<file path="src/rtl/regfile_write_arbiter.sv">
// regfile_write_arbiter
//   Round-robin arbiter for the single register-file write port. It also
//   sequences a bulk clear that writes zero to every register from 1 to
//   all-ones. Register 0 is hardwired to zero and is never written.
//
// Ports
//   clk        rising-edge clock
//   rst        asynchronous, active-low reset
//   req        per-requester write request (bit i = requester i)
//   req_addr   packed addresses, requester i at [i*ADDR_W +: ADDR_W]
//   req_data   packed data, requester i at [i*DATA_W +: DATA_W]
//   gnt        one-hot combinational grant; transfer when req[i] & gnt[i]
//   clear_req  starts the bulk clear (sampled in IDLE only)
//   clear_busy high in every clear write cycle
//   clear_done one-cycle pulse alongside the final clear write
//   wr_en      registered write enable
//   wr_addr    registered write address
//   wr_data    registered write data
module regfile_write_arbiter #(
   parameter int unsigned NUM_REQ = 4,
   parameter int unsigned ADDR_W  = 6,
   parameter int unsigned DATA_W  = 32
) (
   input  logic                      clk,
   input  logic                      rst,
   input  logic [NUM_REQ-1:0]        req,
   input  logic [NUM_REQ*ADDR_W-1:0] req_addr,
   input  logic [NUM_REQ*DATA_W-1:0] req_data,
   output logic [NUM_REQ-1:0]        gnt,
   input  logic                      clear_req,
   output logic                      clear_busy,
   output logic                      clear_done,
   output logic                      wr_en,
   output logic [ADDR_W-1:0]         wr_addr,
   output logic [DATA_W-1:0]         wr_data
);

   localparam int unsigned PTR_W = (NUM_REQ > 1) ? $clog2(NUM_REQ) : 1;

   typedef enum logic {IDLE, CLEAR} state_t;

   state_t             state;
   state_t             state_next;
   logic [PTR_W-1:0]   ptr;
   logic [PTR_W-1:0]   ptr_next;
   logic [PTR_W-1:0]   idx;
   logic [PTR_W-1:0]   win;
   logic               found;
   logic [ADDR_W-1:0]  cnt;
   logic [ADDR_W-1:0]  win_addr;
   logic [DATA_W-1:0]  win_data;

   always_ff @(posedge clk or negedge rst) begin
      if (!rst) state <= IDLE;
      else      state <= state_next;
   end

   always_comb begin
      state_next = state;
      idx        = '0;
      win        = '0;
      found      = 1'b0;
      win_addr   = '0;
      win_data   = '0;
      gnt        = '0;
      case (state)
         IDLE: begin
            // A pending clear suppresses arbitration so the clear wins the edge.
            if (clear_req) begin
               state_next = CLEAR;
            end else begin
               for (int unsigned i = 0; i < NUM_REQ; i++) begin
                  idx = PTR_W'((32'(ptr) + i) % NUM_REQ);
                  if (!found && req[idx]) begin
                     found = 1'b1;
                     win   = idx;
                  end
               end
            end
         end
         CLEAR: begin
            // Leave CLEAR on the final write so arbitration is live during
            // the clear_done cycle.
            if (cnt == '1) state_next = IDLE;
         end
         default: state_next = IDLE;
      endcase
      if (found && rst) gnt = NUM_REQ'(1) << win;
      for (int unsigned i = 0; i < NUM_REQ; i++) begin
         if (found && win == PTR_W'(i)) begin
            win_addr = req_addr[i*ADDR_W +: ADDR_W];
            win_data = req_data[i*DATA_W +: DATA_W];
         end
      end
      ptr_next = (win == PTR_W'(NUM_REQ - 1)) ? '0 : win + PTR_W'(1);
   end

   always_ff @(posedge clk or negedge rst) begin
      if (!rst) begin
         ptr        <= '0;
         cnt        <= '0;
         wr_en      <= 1'b0;
         wr_addr    <= '0;
         wr_data    <= '0;
         clear_busy <= 1'b0;
         clear_done <= 1'b0;
      end else begin
         case (state)
            IDLE: begin
               clear_busy <= 1'b0;
               clear_done <= 1'b0;
               if (clear_req) begin
                  wr_en <= 1'b0;
                  cnt   <= ADDR_W'(1);
               end else if (found) begin
                  // Address 0 is consumed without asserting the write enable.
                  wr_en   <= |win_addr;
                  wr_addr <= win_addr;
                  wr_data <= win_data;
                  ptr     <= ptr_next;
               end else begin
                  wr_en <= 1'b0;
               end
            end
            CLEAR: begin
               wr_en      <= 1'b1;
               wr_addr    <= cnt;
               wr_data    <= '0;
               clear_busy <= 1'b1;
               clear_done <= (cnt == '1);
               cnt        <= cnt + ADDR_W'(1);
            end
            default: wr_en <= 1'b0;
         endcase
      end
   end

endmodule

</file>
<file path="config.mk">
export PLATFORM = sky130hd
export DESIGN_NAME = regfile_write_arbiter
export DESIGN_NICKNAME = d
export VERILOG_FILES = /design/src/rtl/regfile_write_arbiter.sv
export SDC_FILE = /design/constraint.sdc
export NUM_CORES = 1
export LEC_CHECK = 0
export ABC_AREA = 1
export CAP_MARGIN = 20
export CORE_MARGIN = 2
export CORE_UTILIZATION = 40
export CTS_CLUSTER_SIZE = 30
export DETAILED_ROUTE_END_ITERATION = 16
export PLACE_DENSITY = 0.89
export SYNTH_ARGS = -nofsm -noshare
export SYNTH_HDL_FRONTEND = slang
export SYNTH_SLANG_ARGS = --single-unit
</file>
<file path="constraint.sdc">
create_clock -name clk -period 3.6 [get_ports clk]
set_clock_uncertainty 0.15 [all_clocks]
set_input_delay 0.72 -clock clk [delete_from_list [all_inputs] [get_ports clk]]
set_output_delay 0.72 -clock clk [all_outputs]
set_load 0.01 [all_outputs]
</file>
==> key figures, run 1 <==
Status
  – Status: finished, final reports clean

Timing
  – Final Hold Viols: 0
  – Tightest Pin Transition: 0.6425 ns
  – Unrepaired setup endpoints after global routing: false
  – Final min period: 3.426 ns
  – Fmax: 291.9 MHz
  – Worst slew margin: 57.10%
  – Fin. max-slew vios: 0
  – Fin crit share: 95.15%
  – Setup TNS Final: 0 ns
  – Final number of setup-violating endpoints: 0

Die
  – Die X: 102.5 um
  – Die Height: 102.5 um
  – Ports: 204
  – Row count: 35
  – Core region area: 0.009328 mm2
  – Starting Density: 41.60%
  – Die ar.: 0.01050 mm2

Routing
  – Drt first pass iters: 5
  – Iter 0 DRT Violations: 148
  – DR WL/cell: 15.20 um
  – Drt total wl: 14380 um
  – Vias/cell: 5.030
  – Antenna-violating nets left: 0
  – Residual DRC count: 0
  – Vias: 4758

Min path
  – Hold/Removal Path Class: register to register
  – Hold Path Cell Cnt: 2
  – Hold Path Origin: wr_data[12]

Global route
  – First-pass GRT wire length: 22180 um
  – Largest net degree at the start of global routing: 51
  – Vias in the first global route: 4556
  – Total global-route track usage: 26.76%
  – Antenna violations before repair: 0
  – Grt ovf: 0

CTS
  – Number of clock sinks: 50
  – Buffer depth of the longest clock path: 2
  – H-tree Lvls: 2
  – Clock Pin Slew Worst Setup and Hold Paths: 0.09 ns
  – Cts hold-fix bufs: 0
  – Clock Latency Late Sink: 0.30 ns
  – CTS Buf Count: 5
  – CTS root buffer: clkbuf_8
  – CTS tree: yes

Worst setup path
  – Setup crit start kind: primary input
  – Critical path type: primary input to output pin
  – CP Data Arrival Time: 2.56 ns
  – Worst r2r dst: wr_data[17]
  – CP required: 2.73 ns
  – Reg2Reg Launch Point: ptr[0]
  – R2R setup slack: 0.40 ns
  – Worst setup path end: gnt[3]
  – Reg2reg path depth: 20
  – Crit path from: req[1]
  – Critical path endpoint category: output pin
  – Critical Path Fanout Max: 3

Layout
  – Final Util: 67.51%
  – Reg area: 0.001251 mm2
  – Filler instances: 793
  – Nets@finish: 980
  – Multi-input combinational cell area: 0.002310 mm2
  – Synth-to-Final Area Change: 62.30%
  – Layout cells sized above 1: 12.48%
  – Diodes inserted: 0

Logic synthesis
  – Synth Flop Type: dfrtp_1
  – Top-area cell type share of the netlist area: 32.25%
  – Syn nets: 770
  – Synth cell types: 36
  – YS warnings: 0
  – Syn Inst Count: 606
  – Most numerous cell in the Yosys netlist: nand2_1
  – Syn avg cell area: 6.403 um2
  – Area contributors post-synth: dfrtp_1 (32%), nand2_1 (24%), nand3_1 (14%)
  – Sequential share of the synthesized area: 32.25%
  – Post-synth EDFFs: 0
  – Post-synth ARST share: 100.0%
  – Area of the mapped netlist: 0.003880 mm2
  – Cell taking the most area after synthesis: dfrtp_1
  – Seq cells post-synth: 50
  – Most instantiated cells after synthesis: nand2_1 (249), nand3_1 (109), dfrtp_1 (50)

Placed design
  – Half-perimeter wire length after placement: 10720 um
  – Buffers on Ports: 203
  – Routability cong.: 0.8661

Flow run
  – Max Cap Viol: 0

Pwr
  – Leakage: 3.084 nW
  – Pwr Density: 355.9 mW/mm2
  – Tot Pwr: 2.241 mW
  – Peak supply drop: 0.2979 mV
[worst min path at each step]
stage | endpoint | slack (ns)
6_report | wr_data[12] | 0.33
5_1_grt | wr_data[14] | 0.36
4_1_cts | wr_data[16] | 0.34
3_5_place_dp | wr_data[0] | 0.31
3_3_place_gp | wr_data[14] | 0.31
2_1_floorplan | clear_busy | 0.20
[cell usage in the layout (no fill, tap or decap), types with 4 or more instances in the layout]
cell type / count
nand2_2: 6
inv_1: 37
nand3_1: 108
o21ai_0: 8
nor2_1: 17
buf_2: 5
clkbuf_8: 6
clkdlybuf4s50_1: 194
nand4_1: 15
buf_4: 35
dfrtp_1: 50
or2_1: 21
nand3_2: 4
or2_2: 12
nand2_1: 246
inv_2: 9
[routing by layer]
| metal | track usage [%] | up-vias | part of all wire [%] |
|---|---|---|---|
| met3 | 5.424 | 22 | 8.2 |
| met5 | 0 | - | 0 |
| met4 | 5.949 | 0 | 1.9 |
| li1 | - | 2353 | - |
| met1 | 34.92 | 2174 | 42 |
| met2 | 46.00 | 209 | 48 |
[worst max-delay path, stage by stage]
cell and delay [ns]:
dlygate4sd2_1 0.25, buf_4 0.14, nand2_1 0.04, o21ai_1 0.07, o21ai_2 0.19, inv_1 0.09
nor2_4 0.10, nand2_2 0.07, nand3_1 0.08, o311ai_2 0.10, inv_1 0.11, buf_4 0.11
ha_2 0.16, nand3_2 0.08, nor2_1 0.10, buf_2 0.14
[power by group]
part,leakage [nW],total (mW),internal [mW],switching (mW)
clock network,0.0472,0.345,0.155,0.190
registers,0.651,0.750,0.669,0.0815
logic,2.39,1.15,0.552,0.594
total,3.08,2.24,1.38,0.865
[kinds of logic after synthesis]
family / share of synthesized area, %
compound gates: 4.547
xor+xnor: 0.2258
fa+ha+maj: 1.612
buf+inv: 10.03
flops: 32.25
simple gates: 51.34
[through the flow]
stage | hold WS (ns) | cells | setup WS [ns] | instance area [um2]
floorplan | 0.2019 | 606 | 0.1320 | 3880
global placement | 0.3117 | 935 | -0.4451 | 6138
detailed placement | 0.3140 | 935 | -0.4666 | 6138
CTS | 0.3384 | 946 | 0.005925 | 6256
global route | 0.3644 | 946 | 0.05350 | 6297
finish | 0.3323 | 946 | 0.1745 | 6297
[registers in the layout, summed over array words and instances (netlist names)]
register and cells:
cnt 6, wr_en 1, wr_addr 6, wr_data 32
clear_busy 1, ptr 2, clear_done 1, state 1
[timing repair]
item,in CTS,in global routing
gates cloned,1,0
buffers inserted,2,0
pin swaps,5,7
setup endpoints to repair,13,40
resized for setup,23,17
[layout make-up]
type | instances | area share [%]
inverter | 46 | 2.742
multi-input combinational | 473 | 36.68
clock inverter | 2 | 0.1987
sequential | 50 | 19.87
clock buffer | 6 | 1.311
tap | 129 | 2.563
timing repair buffer | 240 | 36.64
No activity file was read; power rests on OpenSTA's default activity.
==> run 2: changes to the inputs <==
CORE_ASPECT_RATIO = 1.25   (was default)
CTS_CLUSTER_SIZE = 25   (was 30)
==> run 2 against run 1 <==
Against the previous run: sequential cell count is the same; critical path depth is the same; design area is 0.87% higher; register-to-register slack is essentially flat; first-iteration DRC count increased by 130%.
==> key figures, run 2 (synthesis results as in run 1) <==
Placed design
  – Buffers on Ports: 203
  – Pre-CTS setup slack: -0.4654 ns
  – Routability cong.: 0.9562
  – Half-perimeter wire length after placement: 10550 um

Layout
  – Biggest registers after layout: wr_data x32, cnt x6, wr_addr x6
  – Layout cells sized above 1: 11.33%
  – Synth-to-Final Area Change: 63.72%
  – Register name with the most flops: wr_data
  – Largest register FFs: 32
  – Nets@finish: 975
  – Diodes inserted: 0
  – Most frequent cells in the layout: nand2_1 (246), clkdlybuf4s50_1 (194), nand3_1 (108), dfrtp_1 (50), inv_1 (38)
  – Commonest non-fill, non-tap cell in the layout: nand2_1

CTS
  – Clock Latency Late Sink: 0.29 ns
  – CTS root buffer: clkbuf_16
  – Cts hold-fix bufs: 0
  – Buffer depth of the longest clock path: 2
  – Number of clock sinks: 50
  – H-tree Lvls: 2
  – Clock Pin Slew Worst Setup and Hold Paths: 0.06 ns
  – CTS Buf Count: 5
  – CTS tree: yes

Min path
  – Hold Path Cell Cnt: 2
  – Hold/Removal Path Class: register to register
  – Hold Path Origin: wr_data[19]

Timing
  – Final number of setup-violating endpoints: 0
  – Setup TNS Final: 0 ns
  – Tightest Pin Transition: 0.6876 ns
  – Fmax: 293.1 MHz
  – Worst setup margin: 0.1884 ns
  – Worst slew margin: 54.09%
  – Final min period: 3.412 ns
  – Unrepaired setup endpoints after global routing: false
  – Fin. max-slew vios: 0
  – Fin crit share: 94.77%
  – Final Hold Viols: 0

Flow run
  – Max Cap Viol: 0

Worst setup path
  – Critical path endpoint category: output pin
  – Crit path from: req[1]
  – CP Data Arrival Time: 2.54 ns
  – Reg2Reg Launch Point: ptr[0]
  – Setup crit start kind: primary input
  – Critical path type: primary input to output pin
  – Reg2reg path depth: 20
  – Critical Path Fanout Max: 4
  – CP required: 2.73 ns

Die
  – Die Height: 114.1 um
  – Starting Density: 40.80%
  – Die X: 92.09 um
  – Core region area: 0.009509 mm2
  – Die ar.: 0.01051 mm2
  – Row count: 40
  – Ports: 204

Pwr
  – Leakage: 3.098 nW
  – Peak supply drop: 0.3386 mV
  – Pwr Density: 383.0 mW/mm2

Routing
  – Drt total wl: 14420 um
  – Antenna-violating nets left: 0
  – Vias: 4793
  – Drt first pass iters: 5
  – Residual DRC count: 0
  – Vias/cell: 5.110
  – DR WL/cell: 15.38 um
  – Iter 0 DRT Violations: 340

Global route
  – Largest net degree at the start of global routing: 75
  – Grt ovf: 0
  – Vias in the first global route: 4821
  – Total global-route track usage: 26.55%
  – Antenna violations before repair: 0
  – First-pass GRT wire length: 22310 um

Status
  – Status: finished, final reports clean
==> run 2: changes by cell type in the layout (fill, tap and decap cells not counted), sizes merged <==
cell,change
buf,-4
bufinv,+1
clkbuf,+1
clkinvlp,-1
dlygate4sd2,+1
dlymetal6s2s,-1
inv,-1
nor2,-1
==> run 2: report_power, final <==
| group | internal, mW | switching, mW |
|---|---|---|
| clock network | 0.329 | 0.204 |
| logic | 0.555 | 0.603 |
| registers | 0.670 | 0.0715 |
==> run 2: layout make-up <==
| cell class | instances | area (um2) |
|---|---|---|
| fillers | 801 | 3157 |
| repair buffers | 236 | 2306 |
| multi-input cells | 472 | 2302 |
| flip-flops and latches | 50 | 1251 |
| inverters | 46 | 172.7 |
| well taps | 126 | 157.7 |
| clock buffers | 7 | 132.6 |
| clock inverters | 1 | 30.03 |
==> run 2: critical path, stage by stage <==
cell           delay (ns)
dlygate4sd2_1        0.27
inv_1                0.07
nand2_1              0.05
nand3_1              0.09
nand2_2              0.08
buf_4                0.14
a21oi_1              0.12
inv_1                0.08
nand3_1              0.10
o311ai_2             0.12
inv_1                0.11
buf_4                0.11
ha_1                 0.15
nand3_2              0.11
nor2_1               0.10
buf_2                0.13
==> run 2: path summary, 6_finish.rpt <==
| check | to | slack, ns |
|---|---|---|
| max | gnt[3] | 0.19 |
| max in group asynchronous | wr_addr[5] | 2.43 |
| min in group asynchronous | wr_data[27] | 0.43 |
| min reg2reg | wr_data[19] | 0.33 |
| min | wr_data[19] | 0.33 |
| max reg2reg | wr_en | 0.39 |
==> run 2: per-layer routing <==
| metal | GRT usage (%) | vias up | wire length (um) |
|---|---|---|---|
| met1 | 29.15 | 2215 | 5555 |
| met2 | 51.42 | 207 | 7638 |
| met4 | 9.055 | 0 | 339 |
| met3 | 4.213 | 27 | 890 |
| li1 | - | 2344 | - |
| met5 | 0 | - | 0 |
==> run 2: timing repair <==
action,4_1_cts,5_1_grt
setup endpoints to repair,7,43
gates resized for setup,27,14
buffers inserted,2,0
gates cloned,0,0
pin swaps,4,5
==> run 2: metrics by stage <==
stage / power (mW) / area [um2] / hold slack [ns] / instances / util (%)
after global placement: 1.801 / 6130 / 0.3115 / 928 / 64.46
after global routing: 2.579 / 6352 / 0.3553 / 938 / 66.80
after floorplan: 1.296 / 3880 / 0.2019 / 606 / -
after CTS: 2.398 / 6309 / 0.3330 / 938 / 66.34
after detailed placement: 1.841 / 6130 / 0.3150 / 928 / 64.46
final: 2.433 / 6352 / 0.3298 / 938 / 66.80
==> run 3: changes to the inputs <==
CAP_MARGIN = 5   (was 20)
CTS_CLUSTER_DIAMETER = 80   (was default)
==> results of run 3 <==
The final DEF is identical to that of run 2; final timing and power are the same.
